**src/rtl/fir_polyphase_tx.sv**
```systemverilog
// Multi-channel polyphase pulse-shaping FIR: one binary symbol per channel per baud in,
// OVER_SAMP truncated and saturated shaped samples per baud out, shared runtime-loadable taps.
module fir_polyphase_tx #(
    parameter int NB_COEFF  = 10,
    parameter int NBF_COEFF = 8,
    parameter int OVER_SAMP = 8,
    parameter int N_BAUDS   = 7,
    parameter int N_CH      = 2,
    parameter int NB_OUT    = 11,
    parameter int NBF_OUT   = 8
) (
    input  logic                                  clk,
    input  logic                                  rst,
    input  logic                                  i_enable,
    input  logic                                  i_valid,
    input  logic [N_CH-1:0]                       i_symbols,
    input  logic                                  i_coef_we,
    input  logic [$clog2(OVER_SAMP*N_BAUDS)-1:0]  i_coef_addr,
    input  logic [NB_COEFF-1:0]                   i_coef_data,
    output logic [N_CH*NB_OUT-1:0]                o_data,
    output logic                                  o_valid,
    output logic [$clog2(OVER_SAMP)-1:0]          o_phase,
    output logic [N_CH-1:0]                       o_sat
);
    localparam int N_TAPS   = OVER_SAMP * N_BAUDS;
    localparam int NB_PHASE = $clog2(OVER_SAMP);
    localparam int NB_SUM   = NB_COEFF + $clog2(N_BAUDS) + 1;
    localparam int SHIFT    = NBF_COEFF - NBF_OUT;
    localparam logic signed [NB_SUM-1:0] OUT_MAX = NB_SUM'((2 ** (NB_OUT - 1)) - 1);
    localparam logic signed [NB_SUM-1:0] OUT_MIN = NB_SUM'(-(2 ** (NB_OUT - 1)));

    logic [N_BAUDS-1:0]         sr_q [N_CH];
    logic [NB_PHASE-1:0]        phase_q;
    logic [NB_PHASE-1:0]        phase_d;
    logic signed [NB_COEFF-1:0] coef_q [N_TAPS];
    logic [N_CH*NB_OUT-1:0]     data_q;
    logic [N_CH*NB_OUT-1:0]     data_d;
    logic                       valid_q;
    logic [NB_PHASE-1:0]        out_phase_q;
    logic [N_CH-1:0]            sat_q;
    logic [N_CH-1:0]            sat_d;

    // A new symbol restarts the polyphase sweep; otherwise the same symbols are re-filtered.
    always_comb begin
        phase_d = phase_q;
        if (i_enable && i_valid) begin
            phase_d = '0;
        end else if (i_enable) begin
            phase_d = (phase_q == NB_PHASE'(OVER_SAMP - 1)) ? '0 : phase_q + NB_PHASE'(1);
        end
    end

    always_ff @(posedge clk) begin
        if (rst) begin
            phase_q <= '0;
            for (int c = 0; c < N_CH; c++) begin
                sr_q[c] <= '0;
            end
        end else if (i_enable) begin
            phase_q <= phase_d;
            if (i_valid) begin
                for (int c = 0; c < N_CH; c++) begin
                    sr_q[c] <= {sr_q[c][N_BAUDS-2:0], i_symbols[c]};
                end
            end
        end
    end

    always_ff @(posedge clk) begin
        if (rst) begin
            for (int t = 0; t < N_TAPS; t++) begin
                coef_q[t] <= '0;
            end
        end else if (i_coef_we && (int'(i_coef_addr) < N_TAPS)) begin
            coef_q[i_coef_addr] <= i_coef_data;
        end
    end

    // Taps are sign-extended before negation so the most negative coefficient cannot wrap.
    always_comb begin
        logic signed [NB_SUM-1:0] acc;
        logic signed [NB_SUM-1:0] tap;
        logic signed [NB_SUM-1:0] shifted;
        int                       idx;
        acc     = '0;
        tap     = '0;
        shifted = '0;
        idx     = 0;
        data_d  = '0;
        sat_d   = '0;
        for (int c = 0; c < N_CH; c++) begin
            acc = '0;
            for (int k = 0; k < N_BAUDS; k++) begin
                idx = k * OVER_SAMP + int'(phase_q);
                tap = NB_SUM'(coef_q[idx]);
                acc = sr_q[c][k] ? acc + tap : acc - tap;
            end
            shifted = acc >>> SHIFT;
            if (shifted > OUT_MAX) begin
                data_d[c*NB_OUT +: NB_OUT] = OUT_MAX[NB_OUT-1:0];
                sat_d[c]                   = 1'b1;
            end else if (shifted < OUT_MIN) begin
                data_d[c*NB_OUT +: NB_OUT] = OUT_MIN[NB_OUT-1:0];
                sat_d[c]                   = 1'b1;
            end else begin
                data_d[c*NB_OUT +: NB_OUT] = shifted[NB_OUT-1:0];
            end
        end
    end

    always_ff @(posedge clk) begin
        if (rst) begin
            data_q      <= '0;
            valid_q     <= 1'b0;
            out_phase_q <= '0;
            sat_q       <= '0;
        end else if (i_enable) begin
            data_q      <= data_d;
            valid_q     <= 1'b1;
            out_phase_q <= phase_q;
            sat_q       <= sat_d;
        end else begin
            valid_q     <= 1'b0;
        end
    end

    assign o_data  = data_q;
    assign o_valid = valid_q;
    assign o_phase = out_phase_q;
    assign o_sat   = sat_q;

endmodule

```
**config.mk**
```make
export PLATFORM = sky130hd
export DESIGN_NAME = fir_polyphase_tx
export DESIGN_NICKNAME = d
export VERILOG_FILES = /design/src/rtl/fir_polyphase_tx.sv
export SDC_FILE = /design/constraint.sdc
export NUM_CORES = 1
export LEC_CHECK = 0
export BUFFER_PORTS_ARGS = -buffer_cell sky130_fd_sc_hd__buf_2
export CAP_MARGIN = 30
export CORE_ASPECT_RATIO = 1.2
export CORE_MARGIN = 4
export CORE_UTILIZATION = 61
export DETAILED_ROUTE_END_ITERATION = 12
export GPL_ROUTABILITY_DRIVEN = 0
export PLACE_DENSITY = 0.88
export RECOVER_POWER = 100
export SLEW_MARGIN = 15
export SYNTH_ARGS = -nofsm -noshare
export SYNTH_HDL_FRONTEND = slang
export SYNTH_SLANG_ARGS = --single-unit
```
**constraint.sdc**
```tcl
create_clock -name clk -period 12.8 [get_ports clk]
set_input_delay 2.56 -clock clk [delete_from_list [all_inputs] [get_ports clk]]
set_output_delay 2.56 -clock clk [all_outputs]
set_load 0.05 [all_outputs]
```
== Yosys cells after proc, flatten, opt, wreduce, memory -nomap -nowiden ==
Memory sizes are Yosys's and may differ from the RTL's. A register that Yosys moved wholly into a read port is not among the register bits.
Index checks and enable logic that the tools add are counted.

* Word-level logic and storage cells: 91
* Output and inout bits: 28
* Memories kept: 2
* Bits of input ports: 23
* Bits in latches: 0
* Bits in read-only memories: 0
* Register bits after elaboration: 31
* Bits in writable memories: 574

{| class="wikitable"
|+ Memory list
! name !! depth !! bits a word !! rd ports !! clocked after memory_dff !! wr ports !! RTL line !! text
|-
| coef_q || 56 || 10 || 7 || 1 || 56 || 35 || <nowiki>logic signed [NB_COEFF-1:0] coef_q [N_TAPS];</nowiki>
|-
| sr_q || 2 || 7 || 2 || 0 || 2 || 32 || <nowiki>logic [N_BAUDS-1:0] sr_q [N_CH];</nowiki>
|}

* Bitwise operators: 2
* Shift operators: 0
* Muxes and demuxes: 41
* Divide/modulo/power cells: 0
* Multiply operators: 0
* Add/subtract/negate cells: 32
* Equality and inequality tests: 1
* Reduce and logical (&&, ||, !) cells: 3
* Magnitude comparators: 5

{| class="wikitable"
|+ Operator list
! kind !! count
|-
| two-way mux 14 bit || 14
|-
| adder 14 x 10 -> 14 bit || 12
|-
| subtractor 14 x 10 -> 14 bit || 12
|-
| two-way mux 11 bit || 4
|-
| > comparator 14 x 11 -> 1 bit (second input constant) || 2
|-
| less-than comparator 14 x 11 -> 1 bit (second input constant) || 2
|-
| adder 6 x 3 -> 6 bit (first input constant) || 3
|-
| two-way mux 6 bit || 3
|-
| two-way mux 1 bit || 15
|-
| two-way mux 7 bit || 2
|-
| adder 5 x 3 -> 6 bit (first input constant) || 2
|-
| subtractor 1 x 10 -> 11 bit (first input constant) || 1
|-
| two-way mux 10 bit || 1
|-
| OR reduction 10 bit || 1
|-
| less-than comparator 6 bit (second input constant) || 1
|-
| two-way mux 3 bit || 2
|-
| adder 4 x 3 -> 5 bit (first input constant) || 1
|-
| adder 3 x 1 -> 3 bit (second input constant) || 1
|-
| equality test 3 bit (second input constant) || 1
|-
| logical AND 1 bit || 2
|-
| OR 1 bit || 2
|}

== Logic depth before layout (Yosys ltp) ==
Gate-level depths: netlist of run 1.

* Depth after elaboration: 17
* Gate-level depth with buffers: 47

== Worst setup path before layout of run 1 ==
OpenSTA, ideal clock, no wires.

* Kind: register -> register
* Start point: register phase_q[0]
* End point: register data_q[9], in the netlist o_data[9]
* Arrival: 9872 ps
* Library setup time: 134 ps
* Slack: 2794 ps
* Cell stages (with the launch flop): 45
* Period minus slack after synthesis: 10006 ps
* Required time: 12666 ps
* Cells stage by stage: dfxtp_1 -> buf_6 -> buf_8 -> buf_8 -> buf_6 -> buf_6 -> buf_1 -> clkbuf_1 -> clkbuf_1 -> mux4_2 -> mux2i_1 -> ha_1 -> nor2_1 -> a21oi_1 -> fa_1 -> a21o_1 -> a21oi_1 -> o21bai_1 -> [9 not listed] -> a21oi_1 -> xnor2_1 -> ha_1 -> nand2_1 -> nor2_1 -> a211oi_1 -> xnor2_1 -> ha_1 -> xnor2_1 -> ha_1 -> o21a_1 -> o21ai_0 -> a21oi_1 -> nor2_1 -> xnor3_1 -> xnor3_2 -> a21oi_2 -> a211oi_1

* Cells in the longest elaborated chain, start to end: 17
* Elaborated cells on any way between the ends: 29
* Those cells by class: add/sub: 18; order compare: 2; mux: 8; memory: 1

{| class="wikitable"
|+ RTL lines
! what !! RTL line !! text
|-
| from (decl) || 33 || <nowiki>logic [NB_PHASE-1:0] phase_q;</nowiki>
|-
| from (signal assigned) || 60 || <nowiki>phase_q <= phase_d;</nowiki>
|-
| adder 4 x 3 -> 5 bit || 94 || <nowiki>idx = k * OVER_SAMP + int'(phase_q);</nowiki>
|-
| memory read (56 x 10 bit) * || n/a ||
|-
| subtractor 14 x 10 -> 14 bit or adder 14 x 10 -> 14 bit (tied branches) || 96 || <nowiki>acc = sr_q[c][k] ? acc + tap : acc - tap;</nowiki>
|-
| two-way mux 14 bit || 96 ||
|-
| subtractor 14 x 10 -> 14 bit or adder 14 x 10 -> 14 bit (tied branches) || 96 ||
|-
| two-way mux 14 bit || 96 ||
|-
| subtractor 14 x 10 -> 14 bit or adder 14 x 10 -> 14 bit (tied branches) || 96 ||
|-
| two-way mux 14 bit || 96 ||
|-
| subtractor 14 x 10 -> 14 bit or adder 14 x 10 -> 14 bit (tied branches) || 96 ||
|-
| two-way mux 14 bit || 96 ||
|-
| subtractor 14 x 10 -> 14 bit or adder 14 x 10 -> 14 bit (tied branches) || 96 ||
|-
| two-way mux 14 bit || 96 ||
|-
| subtractor 14 x 10 -> 14 bit or adder 14 x 10 -> 14 bit (tied branches) || 96 ||
|-
| two-way mux 14 bit * || 96 ||
|-
| less-than comparator 14 x 11 -> 1 bit || 102 || <nowiki>end else if (shifted < OUT_MIN) begin</nowiki>
|-
| two-way mux 11 bit || 102 ||
|-
| two-way mux 11 bit * || 99 || <nowiki>if (shifted > OUT_MAX) begin</nowiki>
|-
| to (signal assigned) || 118 || <nowiki>data_q <= data_d;</nowiki>
|-
| to (decl) || 36 || <nowiki>logic [N_CH*NB_OUT-1:0] data_q;</nowiki>
|}

Every way passes the cells marked *; elsewhere a longest branch is shown, timed or not.
A chain may end at the register's enable or synchronous reset.

== Worst setup path after layout of run 1 ==
* Start point: register phase_q[1]
* End point: register data_q[13], in the netlist o_data[13]

The elaborated chain is that of the path after synthesis.

==> summary by stage, run 1 <==
Worst setup path
Data arrives at the worst endpoint at about 11 ns. The cell with the largest stage delay on the worst path is sky130_fd_sc_hd__dfxtp_2. On the worst path, the slowest cell contributes a delay of ~1.5 ns. The endpoint class of the critical path is a register. In this run the worst path has a maximum fanout of 74.

The logic depth of the worst register-to-register path is 35. The required time of the critical path is 13.30 ns. The worst setup path is of the register to register kind. The worst setup path is launched from a register.

GRT
Global routing consumed, on the met1 layer, roughly 37% of the routing resources. The number of global-route vias before repair is between 20k and 30k. Global routing consumed, on the met2 layer, 46.7% of the routing resources. The first global-routing pass estimated around 140000 µm of wire. Global routing consumed, on the met3 layer, approximately 6% of the routing resources. Across every metal layer, demand over resource in global routing totals 28.6%. The number of antenna violations at the first check in global routing is 2. In this run the most used layer during global routing was met2. After global routing the overflow that remains totals 0. The pin count of the biggest net entering global routing is 75.

Clock network
The number of hold buffers added after CTS is 0. After clock tree synthesis, the clock-pin slew on the worst setup and hold paths is approximately 0.07 ns. TritonCTS built the clock tree. The number of H-tree levels is 2.

Clock latency on the worst-skew pair, taken at its later pin, is approximately 0.64 ns. The clock buffer count from CTS is 56. The CTS sink count is 608. The number of setup buffers added after CTS is 0. The root buffer cell chosen for the clock tree is sky130_fd_sc_hd__clkbuf_16.

The worst-case clock buffer depth is 3. The number of gates resized after CTS is 0.

Place
In this run, placement finished with an instance count of ~3.8k. The count of input and output buffers is 50. The sum of net half-perimeters after detailed placement is ~65000 µm. In this run the cell area measured after placement is about 0.037 mm². The worst slack after detailed placement is 3.02 ns.

Logic synthesis
The multiplexer area fraction after synthesis is 11.3%. Counting flops with an async set or reset pin after synthesis yields a share of 0%. Synthesis inferred 608 register bits.

The post-synthesis xor/xnor area fraction is around 6.5%. The top cell type by area accounts for 46.7% of the synthesized area. By area the synthesized netlist is led by sky130_fd_sc_hd__edfxtp_1 (47%), sky130_fd_sc_hd__and2_1 (9.7%), sky130_fd_sc_hd__mux4_2 (8.2%). The simple logic cell fraction of the synthesized area is between 15 and 20%. Summing the areas of all compound-gate instances in the mapped netlist gives between 7 and 8% of the synthesized area. Counting every instance in the synthesized netlist gives about 3.1k.

During synthesis, Yosys emitted a total of 0 warnings. The synthesized design spends more area on one cell type than any other, namely sky130_fd_sc_hd__edfxtp_1. The distinct cell type count of the synthesized netlist is just under 80. In this run the mean area of a mapped cell was roughly 12 µm². The post-synth net total is 3311.

Among all flip-flop cells after synthesis, the most frequent one is sky130_fd_sc_hd__edfxtp_1. The adder and majority gate portion of the synthesized area is a little over 6%. After synthesis, the largest family of logic cells by area is simple AND/OR/NAND/NOR gates. After synthesis, flip-flops and latches occupy around half of the total area.

The cell area that synthesis handed to floorplanning was roughly 0.037 mm². The number of enable flip-flop cells after synthesis is between 500 and 600.

Detailed routing
The detailed-routing iteration count for the pre-antenna-repair pass is 6. The total number of vias is 25.1k. In the routed layout, each cell is associated on average with a via count of 6.46.

After detailed routing, the average wire length per cell comes to about 24 µm. The number of DRC markers in iteration 0 is 2988. The post-route DRC violation count is 0. The detailed-route wire length is approximately 94000 µm. The count of nets left with antenna violations once routing finished came out at 0.

Timing
The maximum clock skew at final layout is 0.0242 ns. Setup total negative slack on the finished layout was measured at 0 ns. The setup-violating endpoint count in the final report is 0. At the pin with the least slew margin, the transition time is 2.68 ns. Derived from the worst setup path, the maximum achievable clock frequency is 91.0 MHz.

The shortest period the worst path allows is between 10 and 15 ns. The worst-case setup margin in the final layout is 1.81 ns. The final period utilization is ~86%. In this run the tightest slew margin relative to its limit is -78.5%.

The count of pins over their slew limit is around 200. Setup repair after global routing left no endpoint under its margin. The final number of hold-violating endpoints is 0.

Floorplan
In this run the core area contains 98 standard-cell rows. The die covers between 0.06 and 0.07 mm². From bottom edge to top edge, the die measures ~280 µm. The die is 233 µm wide. The area of the core is roughly 0.06 mm².

The boundary pin count is 51. Once the floorplan was initialized, standard cells occupied about three fifths of the core.

Finish
The area taken by multi-input logic gates is around 0.018 mm². The area taken by flip-flops and latches is approximately 0.018 mm². The count of non-filler cells in the finished layout is 3888. The area added between synthesis and finish is 6.70%. In the layout the commonest cells are sky130_fd_sc_hd__edfxtp_1 (574), sky130_fd_sc_hd__and2_0 (424), sky130_fd_sc_hd__nor2_1 (270).

After filler insertion, the fill cell instance count of the layout stands at about 4.1k. The total number of nets in the final design is approximately 3.2k. The library cell used most frequently in the layout, excluding fill and tap cells, is sky130_fd_sc_hd__edfxtp_1. The fraction of layout instances using a drive strength above 1 is between 9 and 10%.

Summing all non-filler instances in the final layout gives an area of roughly 0.039 mm².

Worst hold path
Along the worst hold path, the cell count comes to 2. The worst hold path belongs to the class register to register.

Job
The max capacitance violation total is 4.

Outcome
The flow ran to the end, but the final reports show violations. The final reports fail on capacitance limit, slew limit.
area by class of cell:
type	count	area share, %
Clock inverter	29	0.918
Sequential cell	608	45.5
Multi-Input combinational cell	2238	45.2
Inverter	68	0.648
Clock buffer	73	3.77
Antenna cell	1	0.00635
Tap cell	800	2.54
Timing Repair Buffer	71	1.36
synthesized netlist by cell type, types with 5 or more instances:
master	number
sky130_fd_sc_hd__inv_1	68
sky130_fd_sc_hd__a211oi_1	31
sky130_fd_sc_hd__nor3b_1	11
sky130_fd_sc_hd__fa_1	12
sky130_fd_sc_hd__nor3_1	61
sky130_fd_sc_hd__mux2_2	6
sky130_fd_sc_hd__buf_2	20
sky130_fd_sc_hd__o32ai_1	11
sky130_fd_sc_hd__dfxtp_1	34
sky130_fd_sc_hd__buf_6	10
sky130_fd_sc_hd__a41oi_1	5
sky130_fd_sc_hd__buf_1	9
sky130_fd_sc_hd__o31a_1	6
sky130_fd_sc_hd__o22ai_1	7
sky130_fd_sc_hd__or3_1	8
sky130_fd_sc_hd__nor4_1	8
sky130_fd_sc_hd__and2_1	574
sky130_fd_sc_hd__o21ai_1	15
sky130_fd_sc_hd__clkbuf_1	156
sky130_fd_sc_hd__nand3_1	8
sky130_fd_sc_hd__o21bai_1	57
sky130_fd_sc_hd__and3_1	24
sky130_fd_sc_hd__o21a_1	11
sky130_fd_sc_hd__xor2_1	33
sky130_fd_sc_hd__ha_1	159
sky130_fd_sc_hd__or2_2	62
sky130_fd_sc_hd__o31ai_1	8
sky130_fd_sc_hd__a31oi_1	10
sky130_fd_sc_hd__mux4_2	134
sky130_fd_sc_hd__a21oi_1	138
sky130_fd_sc_hd__buf_4	6
sky130_fd_sc_hd__a21o_1	36
sky130_fd_sc_hd__xnor2_1	228
sky130_fd_sc_hd__nand2_1	56
sky130_fd_sc_hd__nand2b_1	16
sky130_fd_sc_hd__o21ai_0	47
sky130_fd_sc_hd__mux2i_4	6
sky130_fd_sc_hd__nor2_1	270
sky130_fd_sc_hd__edfxtp_1	574
sky130_fd_sc_hd__nor2b_1	13
sky130_fd_sc_hd__mux2i_1	96
sky130_fd_sc_hd__a22oi_1	7
worst max-delay path, delay by kind of cell (launching register included):
| kind | cells | cell delay (ns) |
|---|---|---|
| flops | 1 | 1.52 |
| buf+inv | 2 | 0.80 |
| xor+xnor | 6 | 1.75 |
| simple gates | 3 | 0.45 |
| fa+ha+maj | 7 | 2.53 |
| compound gates | 15 | 3.03 |
| mux | 2 | 0.69 |
metal layers:
layer  share of wire, %  vias up
met4                5.0        2
met5              0.014        -
met3                 10      345
met1                 37    12265
met2                 48     1451
li1                   -    11063
logic make-up (layout without fill, tap and decap cells):
family | Yosys count | count (layout)
compound gates | 422 | 422
flops | 608 | 608
xor+xnor | 267 | 267
buf+inv | 271 | 241
simple gates | 1136 | 1136
mux | 242 | 242
other cells | 0 | 1
fa+ha+maj | 171 | 171
per-stage QoR:
stage | hold slack, ns | util, %
3_5_place_dp | 0.475 | 62.7
2_1_floorplan | 0.624 | -
4_1_cts | 0.484 | 65.8
6_report | 0.486 | 66.0
5_1_grt | 0.514 | 65.9
3_3_place_gp | 0.475 | 62.5
path summary, 6_finish.rpt:
check / startpoint / endpoint / slack, ns
worst min-delay path: o_data[9] / o_data[9] / 0.49
worst min register to register: o_data[9] / o_data[9] / 0.49
worst max register to register: phase_q[1] / o_data[13] / 1.81
worst max-delay path: phase_q[1] / o_data[13] / 1.81
flip-flops by register name, indices dropped and copies added (netlist names), named ones only:
name / count
coef_q: 560
o_data: 22
o_phase: 3
o_sat: 2
o_valid: 1
phase_q: 3
sr_q: 14
Power of run 1 is not shown: default switching activity piles up to over one toggle a cycle in this logic, so the estimate is an artifact.
==> run 2: changes to the inputs <==
--- a/config.mk
+++ b/config.mk
@@ -10,6 +10,7 @@
 export CORE_ASPECT_RATIO = 1.2
 export CORE_MARGIN = 4
 export CORE_UTILIZATION = 61
+export CTS_BUF_LIST = sky130_fd_sc_hd__clkbuf_4 sky130_fd_sc_hd__clkbuf_8
 export DETAILED_ROUTE_END_ITERATION = 12
 export GPL_ROUTABILITY_DRIVEN = 0
 export PLACE_DENSITY = 0.88
==> constraint.sdc (replaced) <==
create_clock -name clk -period 12.6 [get_ports clk]
set_input_delay 2.52 -clock clk [delete_from_list [all_inputs] [get_ports clk]]
set_output_delay 2.52 -clock clk [all_outputs]
set_load 0.05 [all_outputs]
==> run 2 against run 1 <==
  * Setup slack worse by 0.16 ns
  * Sequential cell count did not move
  * Non-clock buffer count did not move
  * Final area hardly changed
  * Utilization is essentially flat
  * Register-to-register slack worse by 0.16 ns
  * The flow still finishes with violations (capacitance limit, slew limit)
  * Critical path depth stayed put
  * Cell count increased by 1.8%
  * Clock-buffer cell count is 58 higher
  * Critical path type unchanged
  * Die area stayed put
  * Clock skew increased by 0.021 ns
==> summary by stage, run 2 (synthesis gave the netlist of run 1 again) <==
Finish
Leaving out fill and tap cells, the most frequent cell in the layout is sky130_fd_sc_hd__edfxtp_1. The number of flip-flops in the largest register is 560. The area added between synthesis and finish is 6.76%. The register ranked first by flip-flop count is coef_q. After filler insertion, the fill cell instance count of the layout stands at about 4.2k. Leaving out fill and tap cells, the most frequent cells in the layout are sky130_fd_sc_hd__edfxtp_1 (574), sky130_fd_sc_hd__and2_0 (421), sky130_fd_sc_hd__nor2_1 (270). The net count of the finished layout is between 3k and 4k. Cells with a size suffix above 1 make up around 11% of the layout.

Clock network
TritonCTS built the clock tree. Clock tree synthesis selected as its root buffer the cell sky130_fd_sc_hd__clkbuf_8. The longest clock path from root to sink contains 3 buffers. Clock-pin slew was measured on the worst setup and hold paths at roughly 0.060 ns. The number of hold buffers added after CTS is 0.

In this run, CTS created clock tree buffers numbering slightly above 90. After clock tree synthesis, the setup repair step added 0 buffers. After clock tree synthesis, the repair step resized 0 gates.

The CTS sink count is 608. The number of H-tree levels is 3. The clock latency on the worst-skew pair is ~0.7 ns.

Detailed routing
The detailed-routing iteration count for the pre-antenna-repair pass is 6. The routed wire length per instance is approximately 23 µm. The total number of vias is 25.1k. The count of nets left with antenna violations once routing finished came out at 0. The detailed-route wire length is between 90000 and 100000 µm.

The via density per instance is around 6.4. The number of DRC markers in iteration 0 is 2756. For this run, design rule violations remaining after detail routing come to 0.

Worst setup path
The endpoint class of the critical path is a register. The timing startpoint of the critical path is phase_q[1]. The largest single stage delay on the critical path is around 1.5 ns.

The critical register-to-register path startpoint is phase_q[1]. Along the worst path, the maximum fanout reaches 74. Among all stages on the critical path, the largest delay is contributed by sky130_fd_sc_hd__dfxtp_2. Across all register-to-register paths, the minimum setup slack is approximately 1.6 ns.

The startpoint kind of the worst setup timing path is a register. The start-to-end type of the worst setup path is register to register. Data on the critical path is required at its endpoint by 13.20 ns. For the worst setup path, the data arrival time is between 10 and 15 ns.

Timing
The shortest period the worst path allows is 10.95 ns. Setup repair after global routing left no endpoint under its margin. The final number of hold-violating endpoints is 0. The setup total negative slack is 0 ns. The clock arrives with 0.0449 ns of skew.

At the pin with the least slew margin, the transition time is roughly 2.6 ns. The count of pins over their slew limit came to approximately 210. The timing-limited maximum frequency is slightly above 90 MHz. The setup-violating endpoint count in the final report is 0. Headroom to the max-slew limit came out at -72.8%. The final period utilization is slightly below 90%.

GRT
The met3 usage in global routing is under 10%. The first global-routing pass estimated between 100000 and 150000 µm of wire. The number of global-route vias before repair came to between 20k and 30k. The met1 usage in global routing is around 36%. The number of antenna violations at the first check in global routing came to 4. The most congested layer reported by global routing is met2. The leftover overflow at the end of global routing is 0. The pin count of the biggest net entering global routing is 75. Global routing consumed, over all layers together, between 20% and 30% of the routing resources.

The global routing usage on met2 is about 45%.

Place
The HPWL after detailed placement is 64600 µm. The count of input and output buffers is 50.

Floorplan
The area of the core is between 0.05 and 0.06 mm². In this run the vertical extent of the chip is approximately 280 µm. The die is approximately 230 µm wide. The boundary pin count is 51. The standard-cell row count is 98. Once the floorplan was initialized, standard cells occupied about three fifths of the core.

The die area is around 0.065 mm².

Worst hold path
The critical hold path startpoint is o_data[20]. The path class of the tightest hold or removal check is register to register.

Outcome
The flow ran to the end, but the final reports show violations. The checks that failed: capacitance limit, slew limit.

Job
The tool flagged a number of max-cap violations equal to 4.
[run 2: per-stage QoR]
| stage | utilization (%) | hold slack, ns | worst slack (ns) | instances | area (µm²) |
|---|---|---|---|---|---|
| finish | 66.0 | 0.489 | 1.65 | 3958 | 39400 |
| global route | 66.0 | 0.511 | 1.08 | 3958 | 39400 |
| CTS | 65.9 | 0.487 | 2.79 | 3950 | 39300 |
| detailed placement | 62.7 | 0.480 | 2.84 | 3779 | 37400 |
| global placement | 62.5 | 0.475 | 3.17 | 3774 | 37300 |
| floorplan | - | 0.624 | 2.59 | 3117 | 36900 |
[run 2: critical path: cells and delay by family (launching register included)]
kind	cells	cell delay (ns)
buf+inv	2	0.78
fa+ha+maj	7	2.50
xor+xnor	6	1.82
flops	1	1.49
compound gates	15	3.08
mux	2	0.65
simple gates	3	0.45
[run 2: layout make-up]
type	count	area (µm²)	share of cell area, %
Tap cell	800	1000	2.54
Sequential cell	608	17900	45.5
Clock inverter	40	253	0.641
Timing Repair Buffer	71	505	1.28
Clock buffer	131	1640	4.16
Multi-Input combinational cell	2238	17800	45.2
Antenna cell	2	5.00	0.0127
Inverter	68	255	0.648
[run 2: path summary, 6_finish.rpt]
path | end | cells past startpoint
min | o_data[20] | 2
max | o_data[13] | 35
min reg2reg | o_data[20] | 2
max reg2reg | o_data[13] | 35
[run 2: metal layers]
layer	part of all wire [%]	wire (µm)	up-vias
met5	0.014	13	-
met4	4.2	3840	2
met3	11	10000	270
met2	48	43500	1419
met1	37	33700	12299
li1	-	-	11146
Power of run 2 is left out for the same reason.
